$ cat src/rtl/led_bank_ctrl_if.sv
// CPU I/O bus bundle seen by the LED controller behind its chip-select.
interface led_bank_ctrl_if;
  logic        Select;
  logic        Write_enable;
  logic        Read_enable;
  logic [2:0]  Address;
  logic [1:0]  Byte_enable;
  logic [15:0] Write_data_in;
  logic [15:0] Read_data_out;

  modport master (
    output Select, Write_enable, Read_enable, Address, Byte_enable, Write_data_in,
    input  Read_data_out
  );

  modport slave (
    input  Select, Write_enable, Read_enable, Address, Byte_enable, Write_data_in,
    output Read_data_out
  );
endinterface

$ cat src/rtl/led_bank_ctrl.sv
// Memory-mapped LED bank controller: byte-enabled data registers, read-back,
// and per-bank blinking from a prescaled timebase.
module led_bank_ctrl #(
  parameter int unsigned NUM_BANKS = 3,
  parameter int unsigned PRESCALE  = 10000
) (
  input  logic                   clock,
  input  logic                   reset,
  led_bank_ctrl_if.slave         bus,
  output logic [8*NUM_BANKS-1:0] led_out
);

  localparam int unsigned PW = (PRESCALE > 1) ? $clog2(PRESCALE) : 1;

  logic [7:0]           bank_q [NUM_BANKS];
  logic [NUM_BANKS-1:0] mode_q;
  logic [15:0]          period_q;
  logic [PW-1:0]        presc_q;
  logic [15:0]          tick_cnt_q;
  logic                 phase_q;

  logic        wr;
  logic        rd;
  logic        period_wr;
  logic        tick;
  logic [15:0] rd_mux;

  assign wr        = bus.Select && bus.Write_enable;
  assign rd        = bus.Select && bus.Read_enable && !bus.Write_enable;
  assign period_wr = wr && (bus.Address == 3'd5) && (|bus.Byte_enable);
  assign tick      = (presc_q == PW'(PRESCALE - 1));

  // Register file writes; bytes of absent banks simply have no storage.
  always_ff @(posedge clock or negedge reset) begin
    if (!reset) begin
      for (int unsigned b = 0; b < NUM_BANKS; b++) bank_q[b] <= '0;
      mode_q   <= '0;
      period_q <= '0;
    end else if (wr) begin
      for (int unsigned b = 0; b < NUM_BANKS; b++) begin
        if (bus.Address == 3'(b >> 1)) begin
          if (b[0] && bus.Byte_enable[1])  bank_q[b] <= bus.Write_data_in[15:8];
          if (!b[0] && bus.Byte_enable[0]) bank_q[b] <= bus.Write_data_in[7:0];
        end
      end
      if (bus.Address == 3'd4 && bus.Byte_enable[0])
        mode_q <= bus.Write_data_in[NUM_BANKS-1:0];
      if (bus.Address == 3'd5) begin
        if (bus.Byte_enable[0]) period_q[7:0]  <= bus.Write_data_in[7:0];
        if (bus.Byte_enable[1]) period_q[15:8] <= bus.Write_data_in[15:8];
      end
    end
  end

  // Blink timebase; a PERIOD write restarts it and overrides a coincident tick.
  always_ff @(posedge clock or negedge reset) begin
    if (!reset) begin
      presc_q    <= '0;
      tick_cnt_q <= '0;
      phase_q    <= 1'b1;
    end else if (period_wr) begin
      presc_q    <= '0;
      tick_cnt_q <= '0;
      phase_q    <= 1'b1;
    end else begin
      presc_q <= tick ? '0 : presc_q + 1'b1;
      if (period_q == '0) begin
        tick_cnt_q <= '0;
        phase_q    <= 1'b1;
      end else if (tick) begin
        if (tick_cnt_q == period_q - 16'd1) begin
          tick_cnt_q <= '0;
          phase_q    <= ~phase_q;
        end else begin
          tick_cnt_q <= tick_cnt_q + 16'd1;
        end
      end
    end
  end

  // Read-back multiplexer over the register map.
  always_comb begin
    rd_mux = '0;
    if (!bus.Address[2]) begin
      for (int unsigned b = 0; b < NUM_BANKS; b++) begin
        if (bus.Address == 3'(b >> 1)) begin
          if (b[0]) rd_mux[15:8] = bank_q[b];
          else      rd_mux[7:0]  = bank_q[b];
        end
      end
    end else begin
      case (bus.Address[1:0])
        2'd0:    rd_mux[NUM_BANKS-1:0] = mode_q;
        2'd1:    rd_mux = period_q;
        2'd2:    rd_mux[0] = phase_q;
        default: rd_mux = '0;
      endcase
    end
  end

  // Read data is a one-cycle pulse; any edge without a clean read loads 0.
  always_ff @(posedge clock or negedge reset) begin
    if (!reset) bus.Read_data_out <= '0;
    else        bus.Read_data_out <= rd ? rd_mux : '0;
  end

  // LED drive: a blinking bank is gated by the phase, others are steady.
  always_comb begin
    led_out = '0;
    for (int unsigned b = 0; b < NUM_BANKS; b++)
      led_out[8*b +: 8] = bank_q[b] & {8{~mode_q[b] | phase_q}};
  end

endmodule
$ cat src/flat_wrapper.sv
// flat-port wrapper written by rule: the top's interface ports become plain ports
module led_bank_ctrl_flat 
#(
  parameter int unsigned NUM_BANKS = 3,
  parameter int unsigned PRESCALE  = 10000
)
  (clock, reset, led_out, bus_Select, bus_Write_enable, bus_Read_enable, bus_Address, bus_Byte_enable, bus_Write_data_in, bus_Read_data_out);
  led_bank_ctrl_if bus_i ();
  input  logic clock;
  input  logic reset;
  output logic [8*NUM_BANKS-1:0] led_out;
  input wire logic [$bits(bus_i.Select)-1:0] bus_Select;
  input wire logic [$bits(bus_i.Write_enable)-1:0] bus_Write_enable;
  input wire logic [$bits(bus_i.Read_enable)-1:0] bus_Read_enable;
  input wire logic [$bits(bus_i.Address)-1:0] bus_Address;
  input wire logic [$bits(bus_i.Byte_enable)-1:0] bus_Byte_enable;
  input wire logic [$bits(bus_i.Write_data_in)-1:0] bus_Write_data_in;
  output wire logic [$bits(bus_i.Read_data_out)-1:0] bus_Read_data_out;
  assign bus_i.Select = bus_Select;
  assign bus_i.Write_enable = bus_Write_enable;
  assign bus_i.Read_enable = bus_Read_enable;
  assign bus_i.Address = bus_Address;
  assign bus_i.Byte_enable = bus_Byte_enable;
  assign bus_i.Write_data_in = bus_Write_data_in;
  assign bus_Read_data_out = bus_i.Read_data_out;
  led_bank_ctrl #(.NUM_BANKS(NUM_BANKS), .PRESCALE(PRESCALE)) u_core (.clock(clock), .reset(reset), .bus(bus_i), .led_out(led_out));
endmodule
$ cat config.mk
export PLATFORM = sky130hd
export DESIGN_NAME = led_bank_ctrl_flat
export DESIGN_NICKNAME = d
export VERILOG_FILES = /design/src/rtl/led_bank_ctrl_if.sv /design/src/rtl/led_bank_ctrl.sv /design/src/flat_wrapper.sv
export SDC_FILE = /design/constraint.sdc
export NUM_CORES = 1
export LEC_CHECK = 0
export ABC_AREA = 1
export CAP_MARGIN = 5
export CORE_MARGIN = 3
export CORE_UTILIZATION = 40
export CTS_CLUSTER_DIAMETER = 60
export CTS_CLUSTER_SIZE = 16
export DETAILED_ROUTE_END_ITERATION = 10
export PLACE_DENSITY_LB_ADDON = 0.3
export SETUP_SLACK_MARGIN = 0.3
export SYNTH_ARGS = -nofsm -noshare
export SYNTH_HDL_FRONTEND = slang
export SYNTH_SLANG_ARGS = --single-unit
$ cat constraint.sdc
create_clock -name clock -period 1.85 [get_ports clock]
set_clock_uncertainty 0.2 [all_clocks]
set_input_delay 0.37 -clock clock [delete_from_list [all_inputs] [get_ports clock]]
set_output_delay 0.37 -clock clock [all_outputs]
set_load 0.02 [all_outputs]
# Word-level counts from Yosys, hierarchy flattened
# Cells that the tools add are included.
# Widths: inputs -> output; s select.
[word_totals]
reg_bits = 90
latchBits = 0
ram_bits = 0
rom_bits = 0
input_bits = 26
output_inout_bits = 40
word_cells = 68
n_memories = 0
[classes]
add_sub_neg = 3
multipliers = 0
div_mod_pow = 0
n_lt_le_gt_ge = 0
eq_ne = 7
shifts = 0
muxes = 18
bitwise = 10
reduce_logical = 20
[op_table]
columns = ["operator", "count"]
rows = [
  ["$mux 16", 7],
  ["$mux 14", 2],
  ["$and 8x8->8", 3],
  ["$add 16x1->16 const B", 1],
  ["$eq 16x16->1", 1],
  ["$logic_not 16->1", 1],
  ["$mux 8", 2],
  ["$sub 16x1->16 const B", 1],
  ["$reduce_and 3->1", 5],
  ["$add 14x1->14 const B", 1],
  ["$eq 14x14->1 const B", 1],
  ["$mux 13", 1],
  ["$eq 3x3->1 const B", 2],
  ["$logic_and 1x1->1", 6],
  ["$reduce_bool 3->1", 2],
  ["$mux 1", 4],
  ["$not 1->1", 4],
  ["$pmux 2 s2", 1],
  ["$reduce_and 2->1", 2],
  ["$eq 3x1->1 const B", 1],
  ["$logic_not 3->1", 1],
  ["$or 1x1->1", 3],
  ["$pmux 1 s3", 1],
  ["$eq 2x1->1 const B", 1],
  ["4 further kinds", 4],
]

# Logic depth before layout (Yosys ltp)
[depth]
ltp_word = 6
mapped_depth = 15
ltp_nobuf = 15

# Worst setup path after synthesis
# OpenSTA, ideal clock, no wires.
[synth_timing]
kind = "register to register"
start = "register u_core.period_q[0]"
end = "register u_core.tick_cnt_q[12]"
setup_time_ns = 0.124
arrival_time_ns = 1.690
required_time_ns = 1.526
path_slack_ns = -0.164
path_stages_with_launch = 14
path_buffers = 1
synth_period_minus_slack_ns = 2.014
cell_sequence = "dfrtp_1 -> clkinv_1 -> ha_1 -> inv_1 -> nand2_1 -> nand3b_1 -> nand2_1 -> nor2_1 -> nand2_1 -> nor3_1 -> nand3_1 -> nand2_2 -> buf_6 -> a21oi_1"
[synth_between]
elab_chain_cells = 6
word_cells_on_any_way = 8
cone_classes = "1 x add/sub; 1 x eq/ne; 4 x mux; 2 x reduce/logical"
[synth_rtl]
columns = ["item", "line", "rtl"]
rows = [
  ["start: declaration", "led_bank_ctrl.sv:17", "logic [15:0] period_q;"],
  ["start signal: assignment", "led_bank_ctrl.sv:49", "if (bus.Byte_enable[0]) period_q[7:0] <= bus.Write_data_in[7:0];"],
  ["$sub 16x1->16", "led_bank_ctrl.sv:71", "if (tick_cnt_q == period_q - 16'd1) begin"],
  ["$eq 16x16->1", "led_bank_ctrl.sv:71", ""],
  ["$mux 16", "led_bank_ctrl.sv:71", ""],
  ["$mux 16", "led_bank_ctrl.sv:70", "end else if (tick) begin"],
  ["$mux 16", "led_bank_ctrl.sv:67", "if (period_q == '0) begin"],
  ["$mux 16", "led_bank_ctrl.sv:61", "end else if (period_wr) begin"],
  ["end signal: assignment", "led_bank_ctrl.sv:75", "tick_cnt_q <= tick_cnt_q + 16'd1;"],
  ["end: declaration", "led_bank_ctrl.sv:19", "logic [15:0] tick_cnt_q;"],
]
# Parallel ways exist; a longest one is shown, timed or not. The select of a mux whose other input is x is not followed.
# A chain may end at the register's enable or synchronous reset.

# Worst setup path in the final report
[layout_timing]
start = "register u_core.period_q[0]"
end = "register u_core.tick_cnt_q[13]"
# Same word-level chain as after synthesis.

==> flow_metrics.env <==
export IMPL_run_status="finished, violations left"
export IMPL_violations="setup timing"
export IMPL_yosysTopAreaCell="dfrtp_1"
export IMPL_met3_length_um=722
export IMPL_antenna_found_initial=0
export IMPL_crit_path_start="u_core.period_q[0]"
export IMPL_p_per_area_nw_per_um2=910
export IMPL_core_area_um2=11600
export IMPL_cts_root_buf="clkbuf_16"
export IMPL_detail_route_antenna_nets=0
export IMPL_grt_pass1_wl_mm=23.1
export IMPL_min_period_over_period_pct=114
export IMPL_crit_type="flip-flop to flip-flop"
export IMPL_max_cap_viol_count=0
export IMPL_met2_length_mm=7.31
export IMPL_fin_hold_ws_ns=0.184
export IMPL_fp_dieH_um=116
export IMPL_die_area_um2=13400
export IMPL_drc=0
export IMPL_grt_usage_pct=21.7
export IMPL_ys_warnings_count=0
export IMPL_synth_distinct_cells=36
export IMPL_areaGrowthSynthToFinish_pct=57.1
export IMPL_drt_wirelength_per_cell_um=15.3
export IMPL_nets=845
export IMPL_yosys_top_cells_area="dfrtp_1 46%, nand2_1 11%, nor2_1 6.9%, inv_1 6.0%, o21ai_0 5.3%"
export IMPL_worst_setup_path_start_kind="flip-flop"
export IMPL_end_kind="flip-flop"
export IMPL_relSlewSlack_pct=64.7
export IMPL_final_area_um2=7560
export IMPL_rows=39
export IMPL_drtPass1Iterations=5
export IMPL_drive_above_1_share_pct=38.6
export IMPL_clk_latency_ns=0.36
export IMPL_tightest_slew_ns=0.529
export IMPL_worstPathArrival_ns=2.15
export IMPL_grt_max_degree=91
export IMPL_yosys_area_top_type_share_pct=46.3
export IMPL_routed_wl_mm=14.7
export IMPL_setup_viol=44
export IMPL_ys_seq_area_share_pct=46.8
export IMPL_syn_inst=624
export IMPL_synth_area_um2=4810
export IMPL_n_antenna_cell=0
export IMPL_final_common_cell="nand2_1"
export IMPL_p_leak_nw=3.60
export IMPL_grt_overflow=0
export IMPL_vias=4954
export IMPL_drv_slew=0
export IMPL_highest_layer="met4"
export IMPL_io_buffers=65
export IMPL_dieWidth_um=116
export IMPL_clockBufferDepth=2
export IMPL_clkSinkCount=90
export IMPL_dp_hpwl_mm=9.80
export IMPL_fmax_ghz=0.474
export IMPL_final_cell_mix="134 x nand2_1, 107 x buf_4, 87 x dfrtp_1, 70 x inv_1, 47 x nor2_1"
export IMPL_syn_nets=653
export IMPL_grt_setup_unrepaired="yes"
export IMPL_io_pins=66
export IMPL_multi_input_area_um2=2740
export IMPL_gp_congestion=0.871
export IMPL_worstPathMaxFanout=6
export IMPL_grt_pass1_vias=4908
export IMPL_r2r_start="u_core.period_q[0]"
export IMPL_min_period_ns=2.11
export IMPL_hp_start="bus_Write_enable"
export IMPL_tritoncts="built"
export IMPL_ys_ff_latch=90
export IMPL_avgViaCountPerCell=5.14
export IMPL_hp_class="primary input to flip-flop"
export IMPL_drtIter0Drc=429
export IMPL_placed_area_um2=6400
export IMPL_clk_pin_slew_worst_paths_ns=0.07
export IMPL_max_vdd_ir_drop_mv=0.535
export IMPL_fill_cells=925
export IMPL_finalSetupTns_ns=-7.86
export IMPL_syn_area_per_cell_um2=7.71
export IMPL_start_util_pct=41.6
export IMPL_hold_viol_final=0
export IMPL_worst_slack_ns=-0.260
export IMPL_cts_htree_levels=3
export IMPL_drt_met1_wl_mm=6.38
export IMPL_final_seq_area_um2=2260
export IMPL_cts_inserted_buffers=9
export IMPL_required_ns=1.89
export IMPL_utilization_pct=65.3
-- sequential cells by signal, summed over array words and instances, names as in the netlist --
signal                    count
u_core.presc_q               14
u_core.tick_cnt_q            16
u_core.period_q              16
u_core.phase_q                1
u_core.bus.Read_data_out     16
u_core.mode_q                 3
u_core.bank_q                24
-- worst paths after layout --
path,endpoint,slack (ns),depth (start not counted)
max in group asynchronous,u_core.period_q[2],0.63,3
setup / recovery,u_core.tick_cnt_q[13],-0.26,10
hold / removal,u_core.bus.Read_data_out[0],0.18,4
min in group asynchronous,u_core.bus.Read_data_out[14],0.35,3
setup reg to reg,u_core.tick_cnt_q[13],-0.26,10
hold reg to reg,u_core.mode_q[2],0.29,2
-- synth_stat cells, drive strengths merged --
cell type,instances
buf,7
o21ai,51
xnor2,6
nand3,26
clkbuf,7
a21oi,34
xor2,16
dfrtp,89
inv,82
a2111oi,1
nand4,13
nand3b,8
a221oi,3
o22ai,5
o21bai,3
a31oi,2
nand2,150
nor3,9
and3,3
nor3b,2
a22oi,1
clkinv,1
ha,3
dfstp,1
nor2,98
mux2,3
-- metrics by stage --
step / std cells / worst slack (ns) / power [mW]
2_1_floorplan: 624 / -0.0433 / 3.51
3_3_place_gp: 909 / -0.422 / 4.40
3_5_place_dp: 909 / -0.519 / 4.46
4_1_cts: 947 / -0.236 / 6.55
5_1_grt: 964 / -0.427 / 7.23
6_report: 964 / -0.260 / 6.87
-- layout make-up --
| type | count | area share (%) |
|---|---|---|
| Clock buffer | 9 | 2.98 |
| Clock inverter | 7 | 1.11 |
| Inverter | 83 | 4.34 |
| Multi-Input combinational cell | 438 | 36.3 |
| Sequential cell | 90 | 29.9 |
| Tap cell | 143 | 2.37 |
| Timing Repair Buffer | 194 | 23.1 |
-- repair_timing --
item                       4_1_cts  5_1_grt
buffers inserted                19       16
hold buffers                     1        0
resized for setup              273      122
pin swaps                       24       24
cloned                           2        1
setup endpoints to repair      116       84
hold endpoints to repair        89        0
-- worst max-delay path: stages (launching register included) --
cell	delay, ns
dfrtp_1	0.37
clkinv_2	0.08
ha_4	0.26
xor2_1	0.13
o21ai_1	0.10
nor2_2	0.14
nand2_2	0.08
nor3_4	0.21
nand3_4	0.16
nand2_4	0.19
a21oi_2	0.07
-- cells by family after synthesis --
kind of cell,after synthesis,share of synthesized area (%)
xor+xnor,22,4.01
fa+ha+maj,3,0.780
mux,3,0.702
compound gates,100,11.1
buf+inv,97,8.04
flops,90,46.8
simple gates,309,28.5
-- where the power goes --
part           leakage (nW)  internal (mW)  switching (mW)
clock                 0.149           1.07           0.873
sequential             1.13           2.27           0.254
combinational          2.33           1.14            1.26
-- metal layers --
metal  up-vias  GRT usage [%]
li1       2393              -
met1      2388           27.9
met2       145           36.1
met3        28           4.86
met4         0           8.04
met5         -              0
No activity file was read; power rests on OpenSTA's default activity.
